==> config.mk <==
export PLATFORM = sky130hd
export DESIGN_NAME = alu_issue_stage
export DESIGN_NICKNAME = d
export VERILOG_FILES = /design/src/rtl/alu_issue_stage.sv
export SDC_FILE = /design/constraint.sdc
export NUM_CORES = 1
export LEC_CHECK = 0
export CAP_MARGIN = 20
export CORE_ASPECT_RATIO = 1.1
export CORE_MARGIN = 8
export CORE_UTILIZATION = 45
export DETAILED_ROUTE_END_ITERATION = 7
export PLACE_DENSITY = 0.85
export SLEW_MARGIN = 20
export SYNTH_ARGS = -nofsm -noshare
export SYNTH_HDL_FRONTEND = slang
export SYNTH_SLANG_ARGS = --single-unit
==> constraint.sdc <==
create_clock -name clk -period 2.8 [get_ports clk]
set_input_delay 0.56 -clock clk [delete_from_list [all_inputs] [get_ports clk]]
set_output_delay 0.56 -clock clk [all_outputs]
set_load 0.02 [all_outputs]
==> src/rtl/alu_issue_stage.sv <==
// -----------------------------------------------------------------------------
// alu_issue_stage
//
// Purpose:
//   Sequencing stage wrapped around an external combinational ALU. A request
//   is accepted over a valid/ready handshake, and its opcode, operands and
//   shift amount are registered. Those registers drive the ALU inputs and stay
//   stable while the ALU settles. DIV gets a multicycle settling window. Every
//   other opcode settles in a single cycle. The ALU result and flags are then
//   captured, together with a locally computed carry/borrow and the divide-by-
//   zero and illegal-opcode indications. The result is presented downstream
//   over a second valid/ready handshake.
//
// Ports:
//   clk         in   1      clock, all state on rising edge
//   rst_n       in   1      asynchronous active-low reset
//   reqValid    in   1      request valid
//   reqReady    out  1      stage can accept a request this cycle
//   reqOpcode   in   OPW    operation code
//   reqA        in   WIDTH  operand 1
//   reqB        in   WIDTH  operand 2
//   reqShift    in   SHW    shift amount
//   aluOpcode   out  OPW    registered opcode to ALU
//   aluInput1   out  WIDTH  registered operand 1 to ALU
//   aluInput2   out  WIDTH  registered operand 2 to ALU
//   aluShift    out  SHW    registered shift amount to ALU
//   aluResult   in   WIDTH  ALU result
//   aluZero     in   1      ALU zero flag
//   aluSign     in   1      ALU sign flag
//   rspValid    out  1      response valid
//   rspReady    in   1      downstream accepts response
//   rspResult   out  WIDTH  captured result
//   rspZero     out  1      captured zero flag
//   rspSign     out  1      captured sign flag
//   rspCarry    out  1      carry (ADD) / borrow (SUB), 0 otherwise
//   rspDivZero  out  1      DIV with operand 2 equal to zero
//   rspIllegal  out  1      opcode above DIV_OP
//   opsDone     out  CNTW   count of completed response handshakes (wraps)
// -----------------------------------------------------------------------------
module alu_issue_stage #(
  parameter int WIDTH      = 64,
  parameter int OPW        = 4,
  parameter int SHW        = 5,
  parameter int DIV_OP     = 7,
  parameter int DIV_CYCLES = 8,
  parameter int CNTW       = 16
) (
  input  logic             clk,
  input  logic             rst_n,
  input  logic             reqValid,
  output logic             reqReady,
  input  logic [OPW-1:0]   reqOpcode,
  input  logic [WIDTH-1:0] reqA,
  input  logic [WIDTH-1:0] reqB,
  input  logic [SHW-1:0]   reqShift,
  output logic [OPW-1:0]   aluOpcode,
  output logic [WIDTH-1:0] aluInput1,
  output logic [WIDTH-1:0] aluInput2,
  output logic [SHW-1:0]   aluShift,
  input  logic [WIDTH-1:0] aluResult,
  input  logic             aluZero,
  input  logic             aluSign,
  output logic             rspValid,
  input  logic             rspReady,
  output logic [WIDTH-1:0] rspResult,
  output logic             rspZero,
  output logic             rspSign,
  output logic             rspCarry,
  output logic             rspDivZero,
  output logic             rspIllegal,
  output logic [CNTW-1:0]  opsDone
);

  // A single-cycle DIV window still needs a one-bit counter.
  localparam int HCW = (DIV_CYCLES > 1) ? $clog2(DIV_CYCLES) : 1;

  localparam logic [OPW-1:0] OP_ADD   = OPW'(0);
  localparam logic [OPW-1:0] OP_SUB   = OPW'(1);
  localparam logic [OPW-1:0] OP_DIV   = OPW'(DIV_OP);
  localparam logic [HCW-1:0] HOLD_DIV = HCW'(DIV_CYCLES - 1);
  localparam logic [HCW-1:0] HOLD_0   = {HCW{1'b0}};

  localparam logic [1:0] S_IDLE = 2'd0;
  localparam logic [1:0] S_EXEC = 2'd1;
  localparam logic [1:0] S_RESP = 2'd2;

  // Carry out of an unsigned ADD, or borrow of an unsigned SUB.
  function automatic logic f_carry(input logic [OPW-1:0]   op,
                                   input logic [WIDTH-1:0] a,
                                   input logic [WIDTH-1:0] b);
    logic [WIDTH:0] sum;
    logic           res;
    sum = {1'b0, a} + {1'b0, b};
    case (op)
      OP_ADD:  res = sum[WIDTH];
      OP_SUB:  res = (a < b);
      default: res = 1'b0;
    endcase
    return res;
  endfunction

  logic [1:0]       r_state;
  logic [1:0]       w_state_nxt;
  logic [HCW-1:0]   r_hold_cnt;
  logic [OPW-1:0]   r_alu_opcode;
  logic [WIDTH-1:0] r_alu_a;
  logic [WIDTH-1:0] r_alu_b;
  logic [SHW-1:0]   r_alu_shift;
  logic             r_rsp_valid;
  logic [WIDTH-1:0] r_rsp_result;
  logic             r_rsp_zero;
  logic             r_rsp_sign;
  logic             r_rsp_carry;
  logic             r_rsp_divzero;
  logic             r_rsp_illegal;
  logic [CNTW-1:0]  r_ops_done;

  logic             w_rsp_hs;
  logic             w_req_ready;
  logic             w_accept;
  logic             w_capture;

  // Handshake strobes and next-state decode.
  // A response handshake in RESP reopens the request port in the same cycle,
  // so back-to-back operations go RESP -> EXEC without an idle bubble.
  always_comb begin
    w_rsp_hs    = (r_state == S_RESP) && rspReady;
    w_req_ready = (r_state == S_IDLE) || w_rsp_hs;
    w_accept    = reqValid && w_req_ready;
    w_capture   = (r_state == S_EXEC) && (r_hold_cnt == HOLD_0);
    w_state_nxt = r_state;
    case (r_state)
      S_IDLE: begin
        if (w_accept) begin
          w_state_nxt = S_EXEC;
        end else begin
          w_state_nxt = S_IDLE;
        end
      end
      S_EXEC: begin
        if (w_capture) begin
          w_state_nxt = S_RESP;
        end else begin
          w_state_nxt = S_EXEC;
        end
      end
      S_RESP: begin
        if (w_accept) begin
          w_state_nxt = S_EXEC;
        end else if (w_rsp_hs) begin
          w_state_nxt = S_IDLE;
        end else begin
          w_state_nxt = S_RESP;
        end
      end
      default: begin
        w_state_nxt = S_IDLE;
      end
    endcase
  end

  // State register; rspValid is registered and tracks the RESP state.
  always_ff @(posedge clk or negedge rst_n) begin
    if (!rst_n) begin
      r_state     <= S_IDLE;
      r_rsp_valid <= 1'b0;
    end else begin
      r_state     <= w_state_nxt;
      r_rsp_valid <= (w_state_nxt == S_RESP);
    end
  end

  // ALU input registers: loaded on accept, otherwise hold their last values.
  always_ff @(posedge clk or negedge rst_n) begin
    if (!rst_n) begin
      r_alu_opcode <= {OPW{1'b0}};
      r_alu_a      <= {WIDTH{1'b0}};
      r_alu_b      <= {WIDTH{1'b0}};
      r_alu_shift  <= {SHW{1'b0}};
    end else if (w_accept) begin
      r_alu_opcode <= reqOpcode;
      r_alu_a      <= reqA;
      r_alu_b      <= reqB;
      r_alu_shift  <= reqShift;
    end
  end

  // Settling counter. A DIV stays in EXEC for DIV_CYCLES cycles. Every other
  // opcode stays in EXEC for exactly one cycle.
  always_ff @(posedge clk or negedge rst_n) begin
    if (!rst_n) begin
      r_hold_cnt <= HOLD_0;
    end else if (w_accept) begin
      r_hold_cnt <= (reqOpcode == OP_DIV) ? HOLD_DIV : HOLD_0;
    end else if ((r_state == S_EXEC) && (r_hold_cnt != HOLD_0)) begin
      r_hold_cnt <= r_hold_cnt - HCW'(1);
    end
  end

  // Response capture at the end of the settling window; stable through RESP.
  always_ff @(posedge clk or negedge rst_n) begin
    if (!rst_n) begin
      r_rsp_result  <= {WIDTH{1'b0}};
      r_rsp_zero    <= 1'b0;
      r_rsp_sign    <= 1'b0;
      r_rsp_carry   <= 1'b0;
      r_rsp_divzero <= 1'b0;
      r_rsp_illegal <= 1'b0;
    end else if (w_capture) begin
      r_rsp_result  <= aluResult;
      r_rsp_zero    <= aluZero;
      r_rsp_sign    <= aluSign;
      r_rsp_carry   <= f_carry(r_alu_opcode, r_alu_a, r_alu_b);
      r_rsp_divzero <= (r_alu_opcode == OP_DIV) && (r_alu_b == {WIDTH{1'b0}});
      r_rsp_illegal <= (r_alu_opcode > OP_DIV);
    end
  end

  // Completed-operation counter; wraps naturally at 2^CNTW.
  always_ff @(posedge clk or negedge rst_n) begin
    if (!rst_n) begin
      r_ops_done <= {CNTW{1'b0}};
    end else if (w_rsp_hs) begin
      r_ops_done <= r_ops_done + CNTW'(1);
    end
  end

  assign reqReady   = w_req_ready;
  assign aluOpcode  = r_alu_opcode;
  assign aluInput1  = r_alu_a;
  assign aluInput2  = r_alu_b;
  assign aluShift   = r_alu_shift;
  assign rspValid   = r_rsp_valid;
  assign rspResult  = r_rsp_result;
  assign rspZero    = r_rsp_zero;
  assign rspSign    = r_rsp_sign;
  assign rspCarry   = r_rsp_carry;
  assign rspDivZero = r_rsp_divzero;
  assign rspIllegal = r_rsp_illegal;
  assign opsDone    = r_ops_done;

endmodule

Yosys cells after proc, flatten, opt, wreduce, memory -nomap -nowiden
Index checks and enable logic that the tools add are counted.
{"block": "word_totals", "in_bits": 207, "output_inout_bits": 224, "regBits": 228, "elab_cells": 46}
{"block": "classes", "addsub": 3, "n_reduce_logical": 12, "order_cmp": 2, "n_eq_ne": 6, "muxes": 9}
{"op": "64-bit by 64-bit adder with 65-bit output", "count": 1}
{"op": "64-bit logical NOT", "count": 1}
{"op": "64-bit < comparator", "count": 1}
{"op": "16-bit by 1-bit adder with 16-bit output (second input constant)", "count": 1}
{"op": "3-bit 2-to-1 mux", "count": 3}
{"op": "4-bit by 3-bit equality test with 1-bit output (second input constant)", "count": 2}
{"op": "2-bit 2-to-1 mux", "count": 3}
{"op": "2-bit one-hot mux with 3 select lines", "count": 1}
{"op": "1-bit logical AND", "count": 5}
{"op": "2-bit equality test (second input constant)", "count": 2}
{"op": "4-bit by 1-bit equality test with 1-bit output (second input constant)", "count": 1}
{"op": "4-bit by 3-bit greater-than comparator with 1-bit output (second input constant)", "count": 1}
{"op": "4-bit logical NOT", "count": 1}
{"op": "3-bit logical NOT", "count": 1}
{"op": "3-bit nonzero test", "count": 1}
{"op": "3-bit by 1-bit subtractor with 3-bit output (second input constant)", "count": 1}
{"op": "2-bit by 1-bit equality test with 1-bit output (second input constant)", "count": 1}
{"op": "2-bit logical NOT", "count": 1}
{"op": "1-bit one-hot mux with 2 select lines", "count": 1}
{"op": "2-bit nonzero test", "count": 1}
{"op": "1-bit logical OR", "count": 1}
{"op": "1-bit 2-to-1 mux", "count": 1}

Logic depth before layout (Yosys ltp)
{"block": "depth", "word_depth": 7, "depth_mapped": 10, "mapped_depth_nobuf": 10}

Worst setup path after synthesis
Ideal clock, no wire load.
{"block": "synth_path", "kind": "register -> register", "startpoint": "register r_alu_b[47] (netlist: aluInput2[47])", "endpoint": "register r_rsp_carry (netlist: rspCarry)", "stages_incl_launch_ff": 11, "setup_time_ns": 0.066, "t_arrival_ns": 2.131, "slack_ns": 0.603, "required_time_ns": 2.734, "n_path_buf": 0, "path_cell_list": "dfrtp_1 inv_1 ha_1 nor4_2 nand2_1 a211oi_2 nor4_2 o21ai_1 o21ai_1 nor4_1 o32a_1"}
{"block": "synth_between", "elab_chain_cells": 2, "elab_cells_between_ends": 3, "classes_between": "1 x add/sub; 1 x order compare; 1 x mux"}
{"element": "start, declared", "line_no": "107", "rtl": "logic [WIDTH-1:0] r_alu_b;"}
{"element": "start signal, assigned", "line_no": "178", "rtl": "r_alu_b <= {WIDTH{1'b0}};"}
{"element": "start signal, assigned", "line_no": "183", "rtl": "r_alu_b <= reqB;"}
{"element": "64-bit by 64-bit adder with 65-bit output / 64-bit < comparator (equally long branches)", "line_no": "93, 96"}
{"element": "1-bit one-hot mux with 2 select lines *", "line_no": "94", "rtl": "case (op)"}
{"element": "end signal, assigned", "line_no": "213", "rtl": "r_rsp_carry <= f_carry(r_alu_opcode, r_alu_a, r_alu_b);"}
{"element": "end, declared", "line_no": "113", "rtl": "logic r_rsp_carry;"}
Every way passes the cells marked *; elsewhere a longest branch is shown, timed or not.
A chain may end at the register's enable or synchronous reset.

Worst setup path after layout
{"block": "layout_path", "startpoint": "input port rspReady", "endpoint": "output port reqReady"}
{"block": "layout_between", "elab_chain_cells": 2}
{"element": "start, declared", "line_no": "64", "rtl": "input logic rspReady,"}
{"element": "1-bit logical AND", "line_no": "127", "rtl": "w_rsp_hs = (r_state == S_RESP) && rspReady;"}
{"element": "1-bit logical OR", "line_no": "128", "rtl": "w_req_ready = (r_state == S_IDLE) || w_rsp_hs;"}
{"element": "end, declared", "line_no": "51", "rtl": "output logic reqReady,"}
No other way between the ends.

==> summary.txt <==
Clock tree
  – TritonCTS clock tree: yes
  – Hold bufs inserted after CTS: 1
  – Worst skew pair latency: 0.53 ns
  – Max H-tree Level: 1
  – Post-CTS Resized: 0
  – TritonCTS buffer count: 24
  – Setup fix buffers added after clock tree synthesis: 0
  – Clock Pin Slew Worst Setup and Hold Paths: 0.06 ns
  – CTS sink cnt: 228
  – Root Driver: sky130_fd_sc_hd__clkbuf_16
  – Maximum count of clock buffers along a single path: 3

Critical path
  – Arrival time at the worst endpoint: 2.12 ns
  – Delay of the slowest cell on the worst path: 0.68 ns
  – Nature of the critical path startpoint: primary input
  – Critical Path Fanout Max: 3
  – Critical path, cell by cell: clkdlybuf4s50_1 -> inv_1 -> a21oi_1 -> clkdlybuf4s50_1
  – Cell type with the highest occurrence count on the critical path: sky130_fd_sc_hd__clkdlybuf4s50_1
  – Critical-path cell with the highest stage delay: sky130_fd_sc_hd__clkdlybuf4s50_1
  – Required time of the critical path: 2.24 ns
  – Worst setup EP type: output port
  – Kind of critical path: primary input to output port

Routing
  – Via density: 5.257
  – Via count: 10460
  – Remaining antenna violation count: 0
  – Total length of routed wires: 43000 µm
  – Total DRC errors in the routed layout: 0
  – Routed wirelength normalized by instance count: 21.62 µm
  – Initial DRC Count: 714
  – Detailed-routing iteration count for the pre-antenna-repair pass: 5

Synthesis
  – Top cell type's share of synthesized area: 0.4904
  – Avg Inst Size Synth: 9.817 µm²
  – Yosys cell types: 52
  – Synth area leaders: sky130_fd_sc_hd__dfrtp_1 (49%), sky130_fd_sc_hd__ha_1 (14%), sky130_fd_sc_hd__nand2_1 (10%)
  – Gate count after technology mapping: 1185
  – Share of the yosys chip area belonging to registers: 0.4904
  – Post-synthesis instance area: 11630 µm²
  – Number of warnings issued by yosys: 0
  – Post-synth top area cell: sky130_fd_sc_hd__dfrtp_1
  – EDFF count, synth: 0
  – Most used flip-flop cell after synthesis: sky130_fd_sc_hd__dfrtp_1
  – Total of flip-flops plus latches after synthesis: 228
  – Post-Syn Nets: 1521
  – Fraction of synthesis flops using an asynchronous set or reset pin: 1.000

Finish
  – NumNets Final: 1961
  – Area growth, synth to finish: 48.52%
  – Highest-count cells in the layout ignoring fill and taps: sky130_fd_sc_hd__clkdlybuf4s50_1 (429), sky130_fd_sc_hd__nand2_1 (313), sky130_fd_sc_hd__dfrtp_1 (228), sky130_fd_sc_hd__ha_1 (129), sky130_fd_sc_hd__inv_1 (85)
  – Fraction of final layout cells with drive strength greater than 1: 0.08653
  – Core occupancy in the finished layout: 0.6819
  – Commonest non-fill, non-tap cell in the layout: sky130_fd_sc_hd__clkdlybuf4s50_1
  – Total non-filler cell area in the finished layout: 17280 µm²

Timing
  – Maximum clock frequency: 372.5 MHz
  – Final max-slew violation count: 0
  – Final critical path time including I/O delays and setup: 2.685 ns
  – Worst slew slack as a fraction of its limit: 0.5337
  – Setup slack of the critical path after layout: 0.1151 ns
  – Count of endpoints failing hold in the final timing report: 0
  – Finish-stage setup viols: 0
  – Slew at the pin closest to its max-slew limit: 0.6930 ns
  – Accumulated negative setup slack: 0 ns
  – Worst clock skew: 0.02838 ns
  – Crit share post-route: 0.9589
  – Unrepaired setup endpoints after global routing: false

Placement
  – Input/output buffers: 430
  – Area of placed instances: 16460 µm²
  – Worst slack, placed: 0.1324 ns
  – Post-DP HPWL: 33770 µm
  – Final weighted congestion of routability-driven global placement: 0.9373

Floorplan
  – Number of placed I/O pins: 431
  – Die boundary width: 169.3 µm
  – Row count: 61
  – Area of the core: 25340 µm²
  – Die height: 184.6 µm
  – Floorplan die area: 31260 µm²
  – Initial core utilization: 0.4591

Pwr
  – Leakage: 0.007917 µW
  – Power Dens Cells: 1253 nW/µm²
  – Max rail drop VDD: 676.4 µV

Global route
  – Antenna violations before repair: 1
  – Via count of the first global-routing pass: 11110
  – First-pass GRT wire length: 64670 µm
  – Total congestion overflow after global routing: 0
  – Maximum number of pins on one net before global-route repair: 70
  – Global router's overall resource usage: 0.2685

Worst hold path
  – Path category of the worst min-delay check: register to register

Run
  – MaxCap Viol Count: 0

Run status
  – Run status: complete, no violations
## layer usage
layer	routed length (µm)	track usage	vias to the layer above
met2	20910	0.4681	461
met1	15590	0.2891	5013
met3	3622	0.06718	134
li1	-	-	4849
met4	2876	0.1686	0
met5	0	0	-
## sequential cells by signal (all words and copies together), names as in the netlist, 2 cells and up
signal and cells:
r_state 2, aluInput2 64, aluInput1 64, opsDone 16
r_hold_cnt 3, rspResult 64, aluShift 5, aluOpcode 4
## metrics by stage
step / power [µW] / std cells / hold slack [ns]
4_1_cts: 21770 / 1987 / 0.4779
5_1_grt: 23060 / 1988 / 0.4999
3_3_place_gp: 17910 / 1944 / 0.4596
3_5_place_dp: 18330 / 1944 / 0.4659
2_1_floorplan: 12540 / 1185 / 0.2644
6_report: 21650 / 1989 / 0.4770
## synthesized netlist by cell type (2+ instances only)
master and instances:
sky130_fd_sc_hd__o21a_1 2, sky130_fd_sc_hd__nor2_2 2, sky130_fd_sc_hd__inv_1 85, sky130_fd_sc_hd__nor3_1 8, sky130_fd_sc_hd__mux2_2 68, sky130_fd_sc_hd__nor2b_1 7, sky130_fd_sc_hd__or4_1 3, sky130_fd_sc_hd__o21bai_1 8
sky130_fd_sc_hd__clkbuf_1 21, sky130_fd_sc_hd__o22a_1 3, sky130_fd_sc_hd__nor2_1 32, sky130_fd_sc_hd__and3_1 2, sky130_fd_sc_hd__xor2_1 4, sky130_fd_sc_hd__and4_1 2, sky130_fd_sc_hd__inv_2 2, sky130_fd_sc_hd__buf_1 2
sky130_fd_sc_hd__a211oi_1 5, sky130_fd_sc_hd__o21ai_0 78, sky130_fd_sc_hd__o21ai_1 7, sky130_fd_sc_hd__nor4_2 2, sky130_fd_sc_hd__nand2b_1 4, sky130_fd_sc_hd__buf_2 15, sky130_fd_sc_hd__a21oi_1 52, sky130_fd_sc_hd__a221oi_1 4
sky130_fd_sc_hd__xnor2_1 11, sky130_fd_sc_hd__o31ai_1 3, sky130_fd_sc_hd__nor4_1 27, sky130_fd_sc_hd__dfrtp_1 228, sky130_fd_sc_hd__nand3_1 10, sky130_fd_sc_hd__nand2_1 314, sky130_fd_sc_hd__a21o_1 3, sky130_fd_sc_hd__ha_1 129
sky130_fd_sc_hd__nand4_1 21, sky130_fd_sc_hd__o22ai_1 3
## cells by family (layout without fill, tap and decap cells)
| group | Yosys count | in the layout | share of synthesized area |
|---|---|---|---|
| compound gates | 177 | 177 | 0.08647 |
| mux | 68 | 68 | 0.06582 |
| simple gates | 442 | 442 | 0.1650 |
| fa+ha+maj | 129 | 129 | 0.1387 |
| flops | 228 | 228 | 0.4904 |
| buf+inv | 126 | 582 | 0.04227 |
| xor+xnor | 15 | 15 | 0.01129 |
| other cells | 0 | 2 | 0 |
## path summary, 6_finish.rpt
| kind | from | endpoint | slack, ns | cells past startpoint |
|---|---|---|---|---|
| hold / removal | aluShift[2] | aluShift[2] | 0.48 | 2 |
| setup / recovery | rspReady | reqReady | 0.12 | 4 |
| hold reg to reg | aluShift[2] | aluShift[2] | 0.48 | 2 |
| min in group asynchronous | rst_n | aluInput1[36] | 0.57 | 2 |
| setup reg to reg | aluInput2[45] | rspCarry | 0.16 | 10 |
| max in group asynchronous | rst_n | aluInput1[10] | 1.39 | 3 |
## critical path: cells and delay by family
| kind | cells | cell delay [ns] |
|---|---|---|
| AO/OA/AOI/OAI | 1 | 0.30 |
| buffers and inverters | 3 | 1.26 |
## power by group
group	switching, µW	internal, µW
Clock	1340	1940
Combinational	6520	5320
Sequential	1700	4830
## area by class of cell
type                       count  area, µm²
clock inverter                 8      96.34
tap                          346      432.9
multi-input combinational    831       5446
timing repair buffer         452       4552
antenna                        2      5.005
fill                        1946       8061
inverter                      88      330.3
clock buffer                  34      709.4
sequential                   228       5705
(Power assumes the default switching activity.)
